$ cat src/rtl/cpu_pkg.sv
// Shared types and constants for the 8-bit two-byte-instruction CPU.
// Fetch FSM states, opcode map and skip condition codes.
package cpu_pkg;

  typedef enum logic [2:0] {
    REQ_OP,
    WAIT_OP,
    REQ_ARG,
    WAIT_ARG,
    HOLD
  } fetch_state_t;

  localparam logic [3:0] OP_LOAD  = 4'h1;
  localparam logic [3:0] OP_STORE = 4'h2;
  localparam logic [3:0] OP_ADD   = 4'h3;
  localparam logic [3:0] OP_SUB   = 4'h4;
  localparam logic [3:0] OP_HALT  = 4'h7;
  localparam logic [3:0] OP_SKIP  = 4'h8;
  localparam logic [3:0] OP_JUMP  = 4'h9;
  localparam logic [3:0] OP_CLEAR = 4'hA;

  localparam logic [1:0] SKC_NEG  = 2'b00;
  localparam logic [1:0] SKC_ZERO = 2'b01;
  localparam logic [1:0] SKC_POS  = 2'b10;

endpackage

$ cat src/rtl/instr_fetch_unit.sv
// Fetch stage: reads opcode at PC and operand at PC+1 from sync RAM,
// presents them via valid/ready, and takes PC redirects from execute.
module instr_fetch_unit
  import cpu_pkg::*;
#(
  parameter int ADDR_WIDTH = 8,
  parameter int DATA_WIDTH = 8,
  parameter logic [ADDR_WIDTH-1:0] RESET_PC = '0
) (
  input  logic                  clk,
  input  logic                  rst,
  output logic [ADDR_WIDTH-1:0] mem_addr,
  output logic                  mem_cs,
  output logic                  mem_oe,
  input  logic [DATA_WIDTH-1:0] mem_rdata,
  input  logic                  mem_gnt,
  output logic                  instr_valid,
  input  logic                  instr_ready,
  output logic [DATA_WIDTH-1:0] instr_opcode,
  output logic [DATA_WIDTH-1:0] instr_operand,
  output logic [ADDR_WIDTH-1:0] instr_pc,
  input  logic                  redirect_valid,
  input  logic [ADDR_WIDTH-1:0] redirect_pc,
  output logic [ADDR_WIDTH-1:0] pc_out
);

  localparam logic [ADDR_WIDTH-1:0] PC_ONE = ADDR_WIDTH'(1);
  localparam logic [ADDR_WIDTH-1:0] PC_TWO = ADDR_WIDTH'(2);

  fetch_state_t state;
  fetch_state_t state_nxt;

  logic [ADDR_WIDTH-1:0] pc;
  logic [ADDR_WIDTH-1:0] pc_nxt;
  logic [ADDR_WIDTH-1:0] addr_q;
  logic [ADDR_WIDTH-1:0] issue_addr;
  logic                  issue;
  logic                  accept;
  logic                  cap_op;
  logic                  cap_arg;
  logic                  drop;

  assign accept = instr_valid && instr_ready;

  // Next-state, next-PC and read-issue decode.
  always_comb begin
    state_nxt  = state;
    pc_nxt     = pc;
    issue      = 1'b0;
    issue_addr = pc;
    cap_op     = 1'b0;
    cap_arg    = 1'b0;
    drop       = 1'b0;
    unique case (state)
      REQ_OP: begin
        if (mem_gnt) begin
          issue     = 1'b1;
          state_nxt = WAIT_OP;
        end
      end
      WAIT_OP: begin
        cap_op    = 1'b1;
        state_nxt = REQ_ARG;
      end
      REQ_ARG: begin
        issue_addr = pc + PC_ONE;
        if (mem_gnt) begin
          issue     = 1'b1;
          state_nxt = WAIT_ARG;
        end
      end
      WAIT_ARG: begin
        cap_arg   = 1'b1;
        state_nxt = HOLD;
      end
      HOLD: begin
        if (accept) begin
          drop      = 1'b1;
          pc_nxt    = pc + PC_TWO;
          state_nxt = REQ_OP;
        end
      end
      default: begin
        state_nxt = REQ_OP;
      end
    endcase
    // A redirect squashes whatever is in flight, including a held instruction.
    if (redirect_valid) begin
      pc_nxt    = redirect_pc;
      state_nxt = REQ_OP;
      issue     = 1'b0;
      cap_op    = 1'b0;
      cap_arg   = 1'b0;
      drop      = 1'b1;
    end
    if (rst) begin
      issue = 1'b0;
    end
  end

  // Memory side: strobes only on issue cycles, address holds otherwise.
  assign mem_cs   = issue;
  assign mem_oe   = issue;
  assign mem_addr = issue ? issue_addr : addr_q;
  assign pc_out   = pc;

  // State register and fetch PC.
  always_ff @(posedge clk) begin
    if (rst) begin
      state <= REQ_OP;
      pc    <= RESET_PC;
    end else begin
      state <= state_nxt;
      pc    <= pc_nxt;
    end
  end

  // Remember the last issued address so mem_addr is stable between reads.
  always_ff @(posedge clk) begin
    if (rst) begin
      addr_q <= '0;
    end else if (issue) begin
      addr_q <= issue_addr;
    end
  end

  // Capture the opcode and operand bytes and manage the output valid.
  always_ff @(posedge clk) begin
    if (rst) begin
      instr_valid   <= 1'b0;
      instr_opcode  <= '0;
      instr_operand <= '0;
      instr_pc      <= '0;
    end else begin
      if (cap_op) begin
        instr_opcode <= mem_rdata;
      end
      if (cap_arg) begin
        instr_operand <= mem_rdata;
        instr_pc      <= pc;
        instr_valid   <= 1'b1;
      end else if (drop) begin
        instr_valid <= 1'b0;
      end
    end
  end

endmodule

$ cat config.mk
export PLATFORM = sky130hd
export DESIGN_NAME = instr_fetch_unit
export DESIGN_NICKNAME = d
export VERILOG_FILES = /design/src/rtl/cpu_pkg.sv /design/src/rtl/instr_fetch_unit.sv
export SDC_FILE = /design/constraint.sdc
export NUM_CORES = 1
export LEC_CHECK = 0
export ABC_AREA = 0
export CORE_UTILIZATION = 40
export CTS_BUF_LIST = sky130_fd_sc_hd__clkbuf_4 sky130_fd_sc_hd__clkbuf_8 sky130_fd_sc_hd__clkbuf_16
export CTS_CLUSTER_SIZE = 24
export DETAILED_ROUTE_END_ITERATION = 10
export GPL_TIMING_DRIVEN = 0
export PLACE_DENSITY = 0.71
export SLEW_MARGIN = 20
export SYNTH_ARGS = -nofsm -noshare
export SYNTH_HDL_FRONTEND = slang
export SYNTH_SLANG_ARGS = --single-unit
export TNS_END_PERCENT = 20
$ cat constraint.sdc
create_clock -name clk -period 8.6 [get_ports clk]
set_input_delay 2.58 -clock clk [delete_from_list [all_inputs] [get_ports clk]]
set_output_delay 2.58 -clock clk [all_outputs]
set_load 0.02 [all_outputs]
After elaboration in Yosys (flattened, before gate mapping)
Cells that the tools add are included.
{ "totals": {"in_bits": 21, "wordCells": 47, "register_bits": 44} }
{ "op_classes": {"muxes": 22, "n_addsub": 2, "eq_ne": 7, "reduce_logical": 9} }
{ "ops": {"columns": ["operator", "count"], "rows": [
  ["8-bit 2-to-1 mux", 5],
  ["3-bit case mux with 5 select lines", 1],
  ["1-bit 2-to-1 mux", 13],
  ["3-bit 2-to-1 mux", 3],
  ["8-bit by 1-bit adder with 8-bit output (second input constant)", 1],
  ["8-bit by 2-bit adder with 8-bit output (second input constant)", 1],
  ["3-bit by 2-bit equality test with 1-bit output (second input constant)", 2],
  ["2-bit inequality test (second input constant)", 3],
  ["2-bit nonzero test", 3],
  ["2-bit OR reduction", 2],
  ["3-bit by 1-bit equality test with 1-bit output (second input constant)", 1],
  ["3-bit equality test (second input constant)", 1],
  ["3-bit logical NOT", 1],
  ["3-bit AND reduction", 1],
  ["2-bit AND reduction", 1],
  ["1-bit logical AND", 1]
]} }

Longest topological paths before layout
Gate-level depths: netlist (run 1).
{ "logic_depth": {"depth_word": 6, "ltp_mapped": 7, "depth_no_buf": 5} }

Worst setup path after synthesis (run 1)
OpenSTA, ideal clock, no wires.
{ "synth_path": {"path_kind": "input to output", "start": "input rst", "end": "output mem_addr[1]", "path_slack_ns": 2.079, "required_time_ns": 6.020, "path_stages": 6, "t_arrival_ns": 3.941, "path_cell_list": "clkbuf_1 > or2_1 > nor4b_4 > buf_4 > nor2_1 > a21oi_1"} }
{ "synth_via": {"elab_chain_cells": 2} }
{ "synth_lines": {"columns": ["element", "line", "rtl"], "rows": [
  ["start: declaration", "instr_fetch_unit.sv:11", "input logic rst,"],
  ["1-bit 2-to-1 mux", "instr_fetch_unit.sv:96", "if (rst) begin"],
  ["8-bit 2-to-1 mux", null, null],
  ["end: declaration", "instr_fetch_unit.sv:12", "output logic [ADDR_WIDTH-1:0] mem_addr,"]
]} }
No other way between the ends.

Worst setup path in the final report (run 1)
{ "layout_path": {"start": "input redirect_valid", "end": "output mem_addr[5]"} }
{ "layout_via": {"elab_chain_cells": 3} }
{ "layout_lines": {"columns": ["element", "line", "rtl"], "rows": [
  ["start: declaration", "instr_fetch_unit.sv:22", "input logic redirect_valid,"],
  ["1-bit 2-to-1 mux", "instr_fetch_unit.sv:88", "if (redirect_valid) begin"],
  ["1-bit 2-to-1 mux", "instr_fetch_unit.sv:96", null],
  ["8-bit 2-to-1 mux", null, null]
]} }
No other way between the ends.

==> impl_metrics.toml, run 1 <==
[final_layout]
finish.net_count = 321
layout_common_cells = "clkdlybuf4s50_1, nand2_1, dfxtp_1"
layout_commonest_cell = "clkdlybuf4s50_1"
fin_cells = 365
n_antenna_cell = 0
layout-drive-gt1-share_pct = 8.389
area_growth_pct = 42.39
stdcell_area_sq_mm = 0.002799

[yosys]
synth_enable_flop_cells = 0
synth_top_family_by_area = "simple AND/OR/NAND/NOR gates"
post_synth.cell_area_avg_sq_um = 8.584
seq_area_frac_synth_pct = 44.81
synth_area_sq_mm = 0.001966
yosys_warnings = 0
synth_compound_area_share_pct = 14.39
synth_top_cells_by_area = "dfxtp_1, nand2_1, a21oi_1, a211oi_1, nor2_1"
synthCells = 229
synth_nets = 252
yosys.area.top_type = "dfxtp_1"
synth-simple-area-share_pct = 24.44
yosysUniqueCellTypes = 37
synth_mux_area_share_pct = 2.101
synth_xor_area_share_pct = 6.238
synth_top_area_share_pct = 44.81
yosys.area_share.adder_pct = 1.273
ys.flop_type = "dfxtp_1"
synthArstFlopShare_pct = 0
ys_seq_elements = 44

[routing]
vias_per_cell = 5.016
dr.pass1.iters = 4
ant_nets = 0
wl_mm = 4.687
avgRoutedWirePerCell_microns = 12.84
first_iter_violations = 80
vias = 1831
drc = 0

[timing]
tns_ns = 0
rsz0062_at_grt = "false"
worst_pin_slew_ns = 0.9548
clock_skew_ns = 0.006733
setup_slack_ns = 1.158
period_share_pct = 86.53
fmax_ghz = 0.1344
hold_viol = 0
drv_slew = 0
max_slew_margin_pct = 35.86
finalSetupViolCount = 0
min_period_ns = 7.442

[power]
leakagePower_nw = 0.9554
sw_frac_of_total_pct = 22.48
peakVddDrop_mv = 0.08951
total_power_mw = 0.4569
pwr_density_cell_mw_per_mm2 = 163.2
combPwrFrac_pct = 13.0
switchingPower_mw = 0.1027
p_clk_share_pct = 40.0
p_seq_share_pct = 46.9
cellInternalPower_mw = 0.3542

[critical_path]
cp-end-kind = "output port"
cp-startpoint = "redirect_valid"
cp.arrival_ns = 4.86
crit_path_frequent_cell = "clkdlybuf4s50_1"
r2r_cells = 5
crit_slowest_cell = "clkdlybuf4s50_1"
endpoint = "mem_addr[5]"
path_cells = "clkdlybuf4s50_1, or2_1, nor4b_4, buf_4, nor2_1, a21oi_1, clkdlybuf4s50_1"
timing.rr.end = "pc_out[6]"
r2r_setup_slack_ns = 6.77
critPathKind = "primary input to output port"
max_stage_delay_ns = 0.62
worstSetupStartpointType = "primary input"
critical_path_peak_fanout = 10
worst_ep_required_time_ns = 6.02
worstReg2RegStart = "state[2]"

[place]
dpl_cell_area_sq_mm = 0.002670
pre_cts_ws_ns = 1.169
port_buffers = 62
hpwl_mm = 3.411
gp_congestion = 0.8071
dp.cells = 358

[clock_network]
cts_resized = 0
holdBufCountCts = 0
htreeDepth = 2
clockBufferDepth = 2
cts_tree = "yes"
clock-root-buffer = "clkbuf_8"
numCtsBuffers = 5
clkTransAtPathRegs_ns = 0.08
insertion_delay_ns = 0.29
clock_sinks = 44
post_cts_buffers = 0

[grt]
grt_max_degree = 14
grtUsageTotal_pct = 18.48
grt_first_pass_wirelength_mm = 7.465
grt_pass1_vias = 1589
overflow = 0
antenna_found_initial = 0

[die]
die_w_microns = 72.10
initial_core_util_pct = 41.62
die_area_sq_mm = 0.005198
die_h_microns = 72.10
io_pins = 64
core_area_sq_mm = 0.004723
core.rowCount = 25

[min_path]
holdCritPathClass = "flip-flop to flip-flop"

[flow_run]
max-cap-violations = 0

[run_status]
outcome = "finished, final reports clean"
-- power by group through the flow --
stage	sequential [mW]	combinational, mW	clock (mW)
final	0.214	0.0596	0.183
after global routing	0.215	0.0640	0.195
after CTS	0.215	0.0600	0.187
after detailed placement	0.219	0.0597	0
after global placement	0.219	0.0595	0
after floorplan	0.222	0.0289	0
-- sequential cells by signal, summed over array words and instances (netlist names) --
signal         count
instr_opcode       8
pc_out             8
instr_operand      8
addr_q             8
state              3
instr_pc           8
instr_valid        1
-- cells in the mapped netlist (2+ instances only) --
library cell / number
dfxtp_1: 44
buf_4: 3
inv_1: 2
a21oi_1: 32
mux2i_1: 3
buf_6: 2
nor2_1: 17
a211oi_1: 12
xor2_1: 7
buf_2: 2
or3_1: 2
nor3_1: 4
clkbuf_1: 10
nand2_1: 52
nor3b_1: 2
ha_1: 2
xnor2_1: 7
nand3_1: 6
and3_1: 2
-- per-layer routing --
metal	wire (microns)	global-route usage [%]	vias to the layer above
met5	0	0	-
met1	2075	23.00	846
met2	2217	29.80	59
met4	55	6.536	0
li1	-	-	919
met3	339	6.250	7
-- how the worst min path moves through the flow --
stage,to,cells past startpoint,slack [ns],startpoint
2_1_floorplan,addr_q[0],2,0.51,addr_q[0]
3_3_place_gp,instr_opcode[4],2,0.44,instr_opcode[4]
3_5_place_dp,instr_pc[1],2,0.45,instr_pc[1]
5_1_grt,instr_operand[5],2,0.48,instr_operand[5]
6_report,instr_pc[1],2,0.46,instr_pc[1]
4_1_cts,instr_pc[1],2,0.46,instr_pc[1]
-- through the flow --
step	util (%)	hold WS, ns
2_1_floorplan	-	0.5091
3_3_place_gp	56.53	0.4411
3_5_place_dp	56.53	0.4476
4_1_cts	59.26	0.4597
5_1_grt	59.26	0.4787
6_report	59.26	0.4560
-- worst max-delay path, delay by kind of cell --
family	cells	cell delay, ns
simple gates	3	0.81
compound gates	1	0.13
buf+inv	3	1.34
-- layout make-up --
type | count | area, sq um
Tap cell | 67 | 83.83
Clock inverter | 2 | 60.06
Fill cell | 432 | 1924
Buffer | 18 | 125.1
Sequential cell | 44 | 880.8
Multi-Input combinational cell | 165 | 952.2
Inverter | 2 | 7.507
Timing Repair Buffer | 62 | 620.6
Clock buffer | 5 | 68.82
-- kinds of logic (layout without fill, tap and decap cells) --
logic type               Yosys count  count (layout)
flip-flops                        44              44
XOR/XNOR                          14              14
AO/OA/AOI/OAI                     47              47
buffers and inverters             20              89
AND/OR/NAND/NOR                   98              98
multiplexers                       4               4
adder cells (fa/ha/maj)            2               2
Note: power is estimated with default switching activity, not from simulation.
==> inputs of run 2 (changes only) <==
--- a/config.mk
+++ b/config.mk
@@ -6,12 +6,12 @@
 export NUM_CORES = 1
 export LEC_CHECK = 0
 export ABC_AREA = 0
-export CORE_UTILIZATION = 40
+export CORE_UTILIZATION = 49
 export CTS_BUF_LIST = sky130_fd_sc_hd__clkbuf_4 sky130_fd_sc_hd__clkbuf_8 sky130_fd_sc_hd__clkbuf_16
 export CTS_CLUSTER_SIZE = 24
 export DETAILED_ROUTE_END_ITERATION = 10
 export GPL_TIMING_DRIVEN = 0
-export PLACE_DENSITY = 0.71
+export PLACE_DENSITY = 0.84
 export SLEW_MARGIN = 20
 export SYNTH_ARGS = -nofsm -noshare
 export SYNTH_HDL_FRONTEND = slang
==> run 2 against run 1 <==
Net effect:
- wire length rose by 1.8%
- core utilization rose by 15 points
- sequential share of layout area up 0.36 points
- largest power group unchanged
- combinational power rose by 1%
- critical path depth is the same
- first-iteration DRC count fell by 7.5%
- register-to-register slack hardly changed
- via count up 0.44%
- flip-flop and latch count did not move
- clock-buffer cell count is 1 higher
==> impl_metrics.toml, run 2 (synthesized netlist as in run 1, its figures left out) <==
[timing]
clock_skew_ns = 0.01093
hold_viol = 0
min_period_ns = 7.506
tns_ns = 0
hold_slack_ns = 0.4563
finalSetupViolCount = 0
rsz0062_at_grt = "false"
worst_pin_slew_ns = 0.9294
max_slew_margin_pct = 37.56
period_share_pct = 87.28
drv_slew = 0
fmax_ghz = 0.1332

[place]
gp_congestion = 0.7980
port_buffers = 62
hpwl_mm = 3.444

[run_status]
outcome = "finished, final reports clean"

[critical_path]
critical_path_peak_fanout = 10
crit_slowest_cell = "clkdlybuf4s50_1"
cp-end-kind = "output port"
path_cells = "clkdlybuf4s50_1, or2_1, nor4b_4, buf_4, nor2_1, a21oi_1, clkdlybuf4s50_1"
crit_path_frequent_cell = "clkdlybuf4s50_1"
max_stage_delay_ns = 0.62
worstReg2RegStart = "state[2]"
worst_ep_required_time_ns = 6.02
r2r_cells = 5
r2r_setup_slack_ns = 6.78
worstSetupStartpointType = "primary input"
cp.arrival_ns = 4.93
critPathKind = "primary input to output port"
timing.rr.end = "pc_out[4]"

[routing]
wl_mm = 4.772
drc = 0
ant_nets = 0
vias_per_cell = 5.300
vias = 1839
first_iter_violations = 74
avgRoutedWirePerCell_microns = 13.75
dr.pass1.iters = 4

[die]
die_w_microns = 65.34
core_area_sq_mm = 0.003744
io_pins = 64
die_area_sq_mm = 0.004269
core.rowCount = 22
initial_core_util_pct = 52.51
die_h_microns = 65.34

[clock_network]
clockBufferDepth = 2
cts_resized = 0
cts_tree = "yes"
post_cts_buffers = 0
holdBufCountCts = 0
clkTransAtPathRegs_ns = 0.09
insertion_delay_ns = 0.30
numCtsBuffers = 5
clock-root-buffer = "clkbuf_8"
clock_sinks = 44
htreeDepth = 2

[grt]
antenna_found_initial = 0
grt_max_degree = 15
grt_pass1_vias = 1712
overflow = 0
grt_first_pass_wirelength_mm = 7.955
grtUsageTotal_pct = 24.42

[power]
peakVddDrop_mv = 0.1242
pwr_density_cell_mw_per_mm2 = 159.4
leakagePower_nw = 0.9525

[final_layout]
area_growth_pct = 40.80
layout_common_cells = "clkdlybuf4s50_1, nand2_1, dfxtp_1"
n_antenna_cell = 0
layout-drive-gt1-share_pct = 8.696
layout_commonest_cell = "clkdlybuf4s50_1"
finish.net_count = 321

[flow_run]
max-cap-violations = 0

[min_path]
hold_start = "instr_opcode[4]"
holdCritPathClass = "flip-flop to flip-flop"
hold_end = "instr_opcode[4]"
holdPathStages = 2
==> run 2: layout make-up <==
class                      instances  area, sq um
multi-input combinational        165        952.2
timing repair buffer              62        620.6
buffer                            18        125.1
tap                               48        60.06
sequential                        44        880.8
inverter                           2        7.507
clock inverter                     2        38.79
clock buffer                       6        82.58
fill                             291        975.9
==> run 2: worst max-delay path by stage <==
stage / depth (start not counted) / slack, ns / endpoint / start
4_1_cts: 7 / 1.10 / mem_addr[5] / redirect_valid
2_1_floorplan: 6 / 2.08 / mem_addr[1] / rst
3_3_place_gp: 7 / 1.14 / mem_addr[5] / redirect_valid
3_5_place_dp: 7 / 1.09 / mem_addr[5] / redirect_valid
6_report: 7 / 1.09 / mem_addr[5] / redirect_valid
5_1_grt: 7 / 0.99 / mem_addr[1] / redirect_valid
==> run 2: per-layer routing <==
metal | vias to the layer above | GRT usage, % | part of all wire [%]
met5 | - | 0 | 0
met4 | 0 | 7.337 | 1.3
met3 | 8 | 9.375 | 8.4
met2 | 74 | 39.18 | 45
met1 | 841 | 30.12 | 46
li1 | 916 | - | -
==> run 2: through the flow <==
stage / cells / util, % / power, mW / instance area, sq um / setup slack [ns]
after floorplan: 229 / - / 0.2505 / 1966 / 2.079
after global placement: 339 / 70.69 / 0.2786 / 2646 / 1.139
after detailed placement: 339 / 70.69 / 0.2792 / 2646 / 1.089
after CTS: 347 / 73.93 / 0.4443 / 2768 / 1.096
after global routing: 347 / 73.93 / 0.4589 / 2768 / 0.9907
final: 347 / 73.93 / 0.4411 / 2768 / 1.094
==> run 2: worst max-delay path: cells and delay by family <==
family	cells	cell delay, ns
buffers and inverters	3	1.35
AOI/OAI and AO/OA	1	0.13
and+or+nand+nor	3	0.85
==> run 2: report_power, final <==
group | switching, mW | leakage, nW | internal (mW)
registers | 0.00543 | 0.358 | 0.209
logic | 0.0295 | 0.534 | 0.0309
clock network | 0.0713 | 0.0614 | 0.0950
total | 0.106 | 0.953 | 0.335
==> inputs of run 3 (changes only) <==
--- a/config.mk
+++ b/config.mk
@@ -6,12 +6,14 @@
 export NUM_CORES = 1
 export LEC_CHECK = 0
 export ABC_AREA = 0
-export CORE_UTILIZATION = 49
+export CELL_PAD_IN_SITES_DETAIL_PLACEMENT = 1
+export CELL_PAD_IN_SITES_GLOBAL_PLACEMENT = 2
+export CORE_UTILIZATION = 28
 export CTS_BUF_LIST = sky130_fd_sc_hd__clkbuf_4 sky130_fd_sc_hd__clkbuf_8 sky130_fd_sc_hd__clkbuf_16
 export CTS_CLUSTER_SIZE = 24
 export DETAILED_ROUTE_END_ITERATION = 10
 export GPL_TIMING_DRIVEN = 0
-export PLACE_DENSITY = 0.84
+export PLACE_DENSITY_LB_ADDON = 0.1
 export SLEW_MARGIN = 20
 export SYNTH_ARGS = -nofsm -noshare
 export SYNTH_HDL_FRONTEND = slang
==> run 3 against run 2 <==
Net effect:
- worst setup slack better by 0.0023 ns
- core utilization is 33 points lower
- clock skew is 0.0022 ns lower
- sequential share of layout area is 0.41 points lower
==> impl_metrics.toml, run 3 (synthesized netlist as in run 1, its figures left out) <==
[die]
core_area_sq_mm = 0.006794
core.rowCount = 30
initial_core_util_pct = 28.93
die_w_microns = 85.79
io_pins = 64
die_h_microns = 85.79
die_area_sq_mm = 0.007359

[routing]
first_iter_violations = 26
dr.pass1.iters = 4
vias_per_cell = 4.582
avgRoutedWirePerCell_microns = 13.84
drc = 0
wl_mm = 5.466
ant_nets = 0
vias = 1810

[timing]
period_share_pct = 87.26
drv_slew = 0
max_slew_margin_pct = 33.84
worst_pin_slew_ns = 0.9849
fmax_ghz = 0.1333
tns_ns = 0
setup_slack_ns = 1.096
min_period_ns = 7.504
hold_viol = 0
finalSetupViolCount = 0
rsz0062_at_grt = "false"
clock_skew_ns = 0.008710

[clock_network]
clock_sinks = 44
htreeDepth = 2
cts_tree = "yes"
clkTransAtPathRegs_ns = 0.09
clock-root-buffer = "clkbuf_8"
numCtsBuffers = 5
cts_resized = 0
insertion_delay_ns = 0.31
holdBufCountCts = 0
post_cts_buffers = 0
clockBufferDepth = 2

[critical_path]
endpoint = "mem_addr[4]"
r2r_setup_slack_ns = 6.76
critPathKind = "primary input to output port"
r2r_cells = 5
critical_path_peak_fanout = 10
cp.arrival_ns = 4.92
worstSetupStartpointType = "primary input"
worst_ep_required_time_ns = 6.02
timing.rr.end = "instr_opcode[0]"
worstReg2RegStart = "state[0]"
cp-end-kind = "output port"
cp-startpoint = "redirect_valid"

[grt]
grt_max_degree = 15
antenna_found_initial = 0
grt_pass1_vias = 1845
grt_first_pass_wirelength_mm = 9.128
grtUsageTotal_pct = 16.02
overflow = 0

[power]
peakVddDrop_mv = 0.06468
pwr_density_cell_mw_per_mm2 = 148.9
leakagePower_nw = 0.9346

[place]
dpl_cell_area_sq_mm = 0.002706
gp_congestion = 0.7599
pre_cts_ws_ns = 1.062
port_buffers = 62
hpwl_mm = 4.133

[final_layout]
layout-drive-gt1-share_pct = 8.696
layout_common_cells = "clkdlybuf4s50_1, nand2_1, dfxtp_1"
area_growth_pct = 42.65
layout_commonest_cell = "clkdlybuf4s50_1"
stdcell_area_sq_mm = 0.002804
finish.net_count = 321
n_antenna_cell = 0

[flow_run]
max-cap-violations = 0

[min_path]
holdCritPathClass = "flip-flop to flip-flop"

[run_status]
outcome = "finished, final reports clean"
[run 3: area by class of cell]
type / instances / area (sq um)
fillers: 812 / 3990
multi-input cells: 165 / 952.2
flip-flops and latches: 44 / 880.8
repair buffers: 62 / 620.6
plain buffers: 18 / 125.1
well taps: 96 / 120.1
clock buffers: 6 / 82.58
clock inverters: 2 / 15.01
inverters: 2 / 7.507
[run 3: metrics by stage]
step	hold WS, ns	total power [mW]	std cells	utilization, %
2_1_floorplan	0.5091	0.2505	229	-
3_3_place_gp	0.4428	0.2805	387	39.83
3_5_place_dp	0.4506	0.2807	387	39.83
4_1_cts	0.4633	0.4250	395	41.27
5_1_grt	0.4844	0.4370	395	41.27
6_report	0.4605	0.4176	395	41.27
[run 3: worst min path at each step]
stage | slack [ns] | endpoint | start | depth (start not counted)
global route | 0.48 | instr_operand[6] | instr_operand[6] | 2
CTS | 0.46 | instr_operand[5] | instr_operand[5] | 2
detailed placement | 0.45 | instr_operand[5] | instr_operand[5] | 2
global placement | 0.44 | instr_opcode[3] | instr_opcode[3] | 2
finish | 0.46 | instr_opcode[3] | instr_opcode[3] | 2
floorplan | 0.51 | addr_q[0] | addr_q[0] | 2
[run 3: power breakdown]
group          switching, mW  leakage [nW]  total, mW  internal (mW)
registers            0.00540         0.358      0.214          0.209
clock network         0.0776        0.0434      0.143         0.0651
logic                 0.0295         0.534     0.0605         0.0310
[run 3: routing by layer]
layer,vias up,share of wire [%],track usage (%)
met5,-,0,0
li1,913,-,-
met3,5,4.7,4.331
met2,42,47,26.04
met1,850,47,20.56
met4,0,1.1,5.455
[run 3: worst max-delay path, cell delays in order]
cell and delay (ns):
clkdlybuf4s50_1 0.50, or2_1 0.37, nor4b_4 0.42, buf_4 0.25
nor2_1 0.07, a21oi_1 0.12, clkdlybuf4s50_1 0.62
